`src/rtl/bcd_converter_pkg.sv`:
```
// bcd_converter_pkg: shared state encoding and conversion constants for the BCD converter.
package bcd_converter_pkg;
  typedef enum logic [1:0] {IDLE, CONVERT, DONE} state_t;
  localparam int ITERATIONS = 16;
  localparam int NUM_DIGITS = 5;
  localparam logic [15:0] SAT_VALUE = 16'h9999;
endpackage

```
`src/rtl/bcd_add3.sv`:
```
// bcd_add3: double-dabble digit correction, adds 3 to a BCD digit of 5 or more.
module bcd_add3 (
  input  logic [3:0] i_digit,
  output logic [3:0] o_digit
);
  assign o_digit = (i_digit >= 4'd5) ? i_digit + 4'd3 : i_digit;
endmodule

```
`src/rtl/bcd_converter.sv`:
```
// bcd_converter: 16-bit binary to five-digit BCD, one double-dabble step per clock.
module bcd_converter
  import bcd_converter_pkg::*;
#(
  parameter bit SATURATE = 1'b1
) (
  input  logic        clock,
  input  logic        reset,
  input  logic        start,
  input  logic [15:0] binary,
  output logic        busy,
  output logic        done,
  output logic [15:0] bcd,
  output logic [3:0]  ten_thousands,
  output logic        overflow
);
  state_t      r_state, w_next;
  logic [15:0] r_sr;
  logic [19:0] r_scr, w_adj, w_scr_nx;
  logic [3:0]  r_cnt;
  logic        w_last, w_ovf;

  for (genvar d = 0; d < NUM_DIGITS; d++) begin : g_add3
    bcd_add3 u_add3 (.i_digit(r_scr[4*d +: 4]), .o_digit(w_adj[4*d +: 4]));
  end

  assign w_scr_nx = {w_adj[18:0], r_sr[15]};
  assign w_last   = r_cnt == 4'(ITERATIONS - 1);
  assign w_ovf    = w_scr_nx[19:16] != 4'd0;

  always_ff @(posedge clock or posedge reset)
    if (reset) r_state <= IDLE;
    else       r_state <= w_next;

  always_comb
    w_next = (r_state == IDLE)    ? (start  ? CONVERT : IDLE) :
             (r_state == CONVERT) ? (w_last ? DONE    : CONVERT) : IDLE;

  // Outputs only change on the final iteration, so partial results never leak out.
  always_ff @(posedge clock or posedge reset)
    if (reset) begin
      r_sr          <= '0;
      r_scr         <= '0;
      r_cnt         <= '0;
      busy          <= 1'b0;
      done          <= 1'b0;
      bcd           <= '0;
      ten_thousands <= '0;
      overflow      <= 1'b0;
    end else begin
      busy <= w_next != IDLE;
      done <= w_next == DONE;
      if (r_state == IDLE && start) begin
        r_sr  <= binary;
        r_scr <= '0;
        r_cnt <= '0;
      end else if (r_state == CONVERT) begin
        r_sr  <= r_sr << 1;
        r_scr <= w_scr_nx;
        r_cnt <= r_cnt + 4'd1;
        if (w_last) begin
          ten_thousands <= w_scr_nx[19:16];
          overflow      <= w_ovf;
          bcd           <= (SATURATE && w_ovf) ? SAT_VALUE : w_scr_nx[15:0];
        end
      end
    end
endmodule

```
`config.mk`:
```
export PLATFORM = sky130hd
export DESIGN_NAME = bcd_converter
export DESIGN_NICKNAME = d
export VERILOG_FILES = /design/src/rtl/bcd_converter_pkg.sv /design/src/rtl/bcd_add3.sv /design/src/rtl/bcd_converter.sv
export SDC_FILE = /design/constraint.sdc
export NUM_CORES = 1
export LEC_CHECK = 0
export CAP_MARGIN = 20
export CORE_MARGIN = 5
export CORE_UTILIZATION = 54
export DETAILED_ROUTE_END_ITERATION = 10
export PLACE_DENSITY_LB_ADDON = 0.08
export SLEW_MARGIN = 20
export SYNTH_ARGS = -nofsm -noshare
export SYNTH_HDL_FRONTEND = slang
export SYNTH_SLANG_ARGS = --single-unit
```
`constraint.sdc`:
```
create_clock -name clock -period 2.8 [get_ports clock]
set_clock_uncertainty 0.2 [all_clocks]
set_input_delay 0.42 -clock clock [delete_from_list [all_inputs] [get_ports clock]]
set_output_delay 0.42 -clock clock [all_outputs]
set_load 0.005 [all_outputs]
```
==> out/results.ini, run 1 <==
[outcome]
outcome=complete, no violations

[global_route]
antenna_found_initial=0
grt-ovfl-total=0
grt_usage=0.194
grt_pass1_vias=2323
grt_pass1_wl_um=11100
grtUsageMet2=0.306
grt_use_met1=0.255
grt_start_max_net_pins=66
use_met3=0.0447
grt_busiest_layer=met2

[clock_network]
cts.sink_count=65
cts.clk_slew.worst_paths_ns=0.07
cts_tree=yes
post_cts_buffers=0
cts.repair.resized=0
hold_buffers=0
cts-root-buf=clkbuf_8
clk_latency_ns=0.34
htreeDepth=3
clockBufferDepth=2
cts_buffers=9

[logic_synthesis]
netlist_instances=310
synthArstFlopShare=1.00
yosys_warnings=0
synth_top_flop_cell=dfrtp_1
synth-edff-count=0
postSynthAreaPerCell_um2=9.87
synth_seq_area_share=0.532
synth.distinct_cells=31
synthesis.area_um2=3060
syn_nets=340
ys_ff_latch=65

[die]
die_h_um=85.3
die_x_um=85.3
die_area_um2=7270
initial_utilization=0.556
core_area_um2=5510
ios=42
num_rows=27

[layout]
nFillCells=446
mostFrequentLayoutCell=dfrtp_1
instances_no_fill=429
mostFrequentLayoutCells=65 x dfrtp_1, 47 x nand2_1, 47 x o21ai_0
synthToLayoutAreaGrowth_pct=20.9
nNetsFinal=382
finish.utilization=0.671
final_cell_area_um2=3700
drive_gt1_frac=0.0840
num_antenna_cells=0

[placement]
post-dp-hpwl_um=4350
io_buffers=41
dpl.cell_count=413
placed_area_um2=3510
gp_congestion=0.823

[sta]
period_needed_ns=2.21
slew_violations=0
finalHoldViolCount=0
rsz0062_at_grt=no
hold_slack_ns=0.257
setup-tns-final_ns=0
slew_headroom=0.663
fmax_ghz=0.452
tightestPinTransition_ns=0.504
post-route-period-util=0.789
setup_violations=0

[power_and_ir_drop]
powerDensity_nw_per_um2=1150
p_leak_nw=1.58
peakVddDrop_mv=0.584

[worst_setup_path]
max_stage_delay_ns=0.45
cp_slowest_cell=and3_1
crit_path_max_fanout=9
startpoint_type=flop
end_kind=flop
path_cells=inv_1 > ha_1 > nand2b_1 > a21oi_2 > xnor2_1 > and3_1 > a31oi_1
crit_type=flop to flop
cp.arrival_ns=2.22
crit_required_ns=2.81

[min_path]
hold_class=input port to async pin

[detailed_routing]
viasPerCell=5.56
wl_per_cell_um=15.1
drt_iter0_drc=111
first_pass_iters=4
routed_wirelength_um=6460
vias=2385
drc=0
drtAntennaViolNets=0

[job]
cap_violations=0

## critical path, delay by kind of cell, from the launching register on
| family | cells | cell delay (ns) |
|---|---|---|
| simple gates | 2 | 0.55 |
| flops | 1 | 0.39 |
| compound gates | 2 | 0.34 |
| fa+ha+maj | 1 | 0.28 |
| xor+xnor | 1 | 0.20 |
| buf+inv | 1 | 0.12 |
## cell families (layout without fill, tap and decap cells)
group / count (synthesis) / in the layout / share of synthesized area
AO/OA/AOI/OAI: 104 / 104 / 0.199
XOR/XNOR: 5 / 5 / 0.0143
adder cells (fa/ha/maj): 11 / 11 / 0.0450
buffers and inverters: 32 / 79 / 0.0581
flip-flops: 65 / 65 / 0.532
multiplexers: 5 / 5 / 0.0184
AND/OR/NAND/NOR: 88 / 88 / 0.134
## cells in the mapped netlist (7+ instances only)
cell,instances,area share
nand2_1,47,0.058
a22oi_1,15,0.037
ha_1,11,0.045
a31oi_1,9,0.018
nor2_1,14,0.017
nor3b_1,8,0.020
a21oi_1,18,0.029
inv_1,14,0.017
clkbuf_1,7,0.0086
o21ai_0,47,0.077
dfrtp_1,65,0.53
## through the flow
step           power, mW  setup slack, ns
6_report            4.23            0.590
3_5_place_dp        3.47            0.586
3_3_place_gp        3.40            0.673
4_1_cts             4.26            0.573
5_1_grt             4.61            0.412
2_1_floorplan       2.86            0.554
## state kept, by name (all words and copies together), names as in the netlist
name           flops
r_state            2
ten_thousands      4
r_scr             20
overflow           1
bcd               16
done               1
r_cnt              4
r_sr              16
busy               1
## metal layers
layer / vias up / share of wire
met3: 13 / 0.054
met2: 57 / 0.47
li1: 1162 / -
met5: - / 0
met4: 0 / 0.022
met1: 1153 / 0.46
## worst paths after layout
| path | to | slack (ns) | start | cells past startpoint |
|---|---|---|---|---|
| min reg2reg | bcd[1]$_DFFE_PP0P_ | 0.28 | bcd[1]$_DFFE_PP0P_ | 2 |
| min | r_sr[13]$_DFFE_PP0P_ | 0.26 | reset | 3 |
| max in group asynchronous | bcd[1]$_DFFE_PP0P_ | 1.84 | reset | 3 |
| max reg2reg | bcd[7]$_DFFE_PP0P_ | 0.59 | r_scr[17]$_DFFE_PP0P_ | 7 |
| min in group clock | bcd[1]$_DFFE_PP0P_ | 0.28 | bcd[1]$_DFFE_PP0P_ | 2 |
| max | bcd[7]$_DFFE_PP0P_ | 0.59 | r_scr[17]$_DFFE_PP0P_ | 7 |
## power breakdown
group          internal (mW)  total [mW]  leakage (nW)  switching (mW)
registers               1.33        1.61         0.821           0.286
clock network          0.434       0.775        0.0974           0.341
logic                  0.857        1.85         0.659           0.990
total                   2.62        4.23          1.58            1.62
## final cells by class
type	count	area [µm²]	area share
Tap cell	72	90.1	0.0244
Clock inverter	3	40.0	0.0108
Timing Repair Buffer	48	475	0.129
Inverter	15	61.3	0.0166
Clock buffer	13	149	0.0403
Multi-Input combinational cell	213	1250	0.339
Sequential cell	65	1630	0.440
(Power assumes the default switching activity.)
==> run 2, diff against run 1 <==
==> constraint.sdc (replaced) <==
create_clock -name clock -period 2.2 [get_ports clock]
set_clock_uncertainty 0.2 [all_clocks]
set_input_delay 0.33 -clock clock [delete_from_list [all_inputs] [get_ports clock]]
set_output_delay 0.33 -clock clock [all_outputs]
set_load 0.005 [all_outputs]
==> out/results.ini, run 2 (synthesis gave the netlist of run 1 again) <==
[detailed_routing]
drtAntennaViolNets=0
viasPerCell=5.50
vias=2387
wl_per_cell_um=14.8
drc=0
drt_iter0_drc=107
first_pass_iters=4
routed_wirelength_um=6410

[power_and_ir_drop]
pwr-share-comb=0.439
seqPwrFrac=0.376
p_sw_mw=2.09
intPower_mw=3.37
p_sw_frac=0.383
p_clk_frac=0.184
p_leak_nw=1.60
peakVddDrop_mv=0.686
powerDensity_nw_per_um2=1460

[global_route]
grt_pass1_vias=2386
antenna_found_initial=0
grt_pass1_wl_um=11100
grtUsageMet2=0.305
grt_start_max_net_pins=26
grt_use_met1=0.250
grt_busiest_layer=met2
grt-ovfl-total=0
grt_usage=0.191
use_met3=0.0495

[die]
die_x_um=85.3
ios=42
num_rows=27
die_h_um=85.3
initial_utilization=0.556
die_area_um2=7270
core_area_um2=5510

[outcome]
outcome=complete, no violations

[clock_network]
cts-root-buf=clkbuf_8
cts.sink_count=65
clockBufferDepth=2
clk_latency_ns=0.34
cts_buffers=9
htreeDepth=3
cts.clk_slew.worst_paths_ns=0.07
cts_tree=yes

[placement]
gp_congestion=0.842
post-dp-hpwl_um=4570
io_buffers=41

[sta]
finalHoldViolCount=0
fmax_ghz=0.498
rsz0062_at_grt=no
setup_violations=0
period_needed_ns=2.01
slew_violations=0
tightestPinTransition_ns=0.456
slew_headroom=0.695
post-route-period-util=0.912
setup-tns-final_ns=0

[layout]
top_register=r_scr
reg_top3=r_scr (20), bcd (16), r_sr (16)
drive_gt1_frac=0.108
nNetsFinal=387
num_antenna_cells=0
mostFrequentLayoutCell=dfrtp_1
mostFrequentLayoutCells=65 x dfrtp_1, 47 x nand2_1, 47 x o21ai_0
finish.utilization=0.681
largest_register_ffs=20
synthToLayoutAreaGrowth_pct=22.6

[job]
cap_violations=0

[worst_setup_path]
crit_type=flop to flop
max_stage_delay_ns=0.38
crit_required_ns=2.21
startpoint_type=flop
cp.arrival_ns=2.02
path_cells=inv_1 > ha_2 > nand2b_1 > a21oi_2 > xnor2_1 > and3_4 > a31oi_1
crit_path_max_fanout=9
end_kind=flop
cp_slowest_cell=dfrtp_1

[min_path]
hold_class=input port to async pin

run 2: cell type report:
type | instances | area (µm²)
clock buffers | 13 | 149
clock inverters | 3 | 40.0
fillers | 460 | 1760
inverters | 15 | 61.3
multi-input cells | 213 | 1270
flip-flops and latches | 65 | 1630
well taps | 72 | 90.1
repair buffers | 53 | 513
run 2: what timing repair did:
item                                    in CTS  in global routing
hold buffers                                 0                  0
buffers inserted                             0                  0
endpoints found under the setup margin       0                 17
resized for setup                            0                  5
run 2: per-stage QoR:
stage / cells / hold slack (ns) / cell area (µm²) / setup WS (ns) / power [mW]
6_report: 434 / 0.0194 / 3750 / 0.193 / 5.47
5_1_grt: 434 / 0.0323 / 3750 / 0.0419 / 5.93
4_1_cts: 434 / 0.0162 / 3730 / 0.0114 / 5.46
3_5_place_dp: 418 / 0.269 / 3550 / 0.0282 / 4.45
3_3_place_gp: 418 / 0.261 / 3550 / 0.115 / 4.35
2_1_floorplan: 310 / 0.250 / 3060 / 0.0435 / 3.64
run 2: per-layer routing:
layer	vias up	wire length (µm)
met5	-	0
met4	0	93
met3	8	402
met2	64	2930
met1	1145	2990
li1	1170	-
run 2: worst max-delay path, delay by kind of cell, from the launching register on:
| family | cells | cell delay [ns] |
|---|---|---|
| compound gates | 2 | 0.28 |
| simple gates | 2 | 0.42 |
| buf+inv | 1 | 0.12 |
| fa+ha+maj | 1 | 0.24 |
| xor+xnor | 1 | 0.23 |
| flops | 1 | 0.38 |
run 2: power groups by stage:
stage	sequential, mW	clock (mW)	combinational, mW
2_1_floorplan	1.99	0	1.65
3_3_place_gp	2.05	0	2.30
3_5_place_dp	2.07	0	2.38
4_1_cts	2.05	1.02	2.38
5_1_grt	2.14	1.07	2.73
6_report	2.06	1.01	2.40
run 2: worst paths after layout:
check	startpoint	endpoint	slack [ns]	cells after the start
max reg2reg	r_scr[16]$_DFFE_PP0P_	bcd[12]$_DFFE_PP0P_	0.19	7
max in group asynchronous	reset	r_cnt[1]$_DFFE_PP0P_	1.34	3
max	r_scr[16]$_DFFE_PP0P_	bcd[12]$_DFFE_PP0P_	0.19	7
min reg2reg	bcd[1]$_DFFE_PP0P_	bcd[1]$_DFFE_PP0P_	0.28	2
min	reset	busy$_DFF_PP0_	0.02	2
min in group clock	bcd[1]$_DFFE_PP0P_	bcd[1]$_DFFE_PP0P_	0.28	2
==> run 3, diff against run 2 <==
--- a/config.mk
+++ b/config.mk
@@ -14,3 +14,4 @@
 export SYNTH_ARGS = -nofsm -noshare
 export SYNTH_HDL_FRONTEND = slang
 export SYNTH_SLANG_ARGS = --single-unit
+export TNS_END_PERCENT = 1
==> results of run 3 <==
Same layout as run 2: the final DEF is identical, and so are final timing and power.
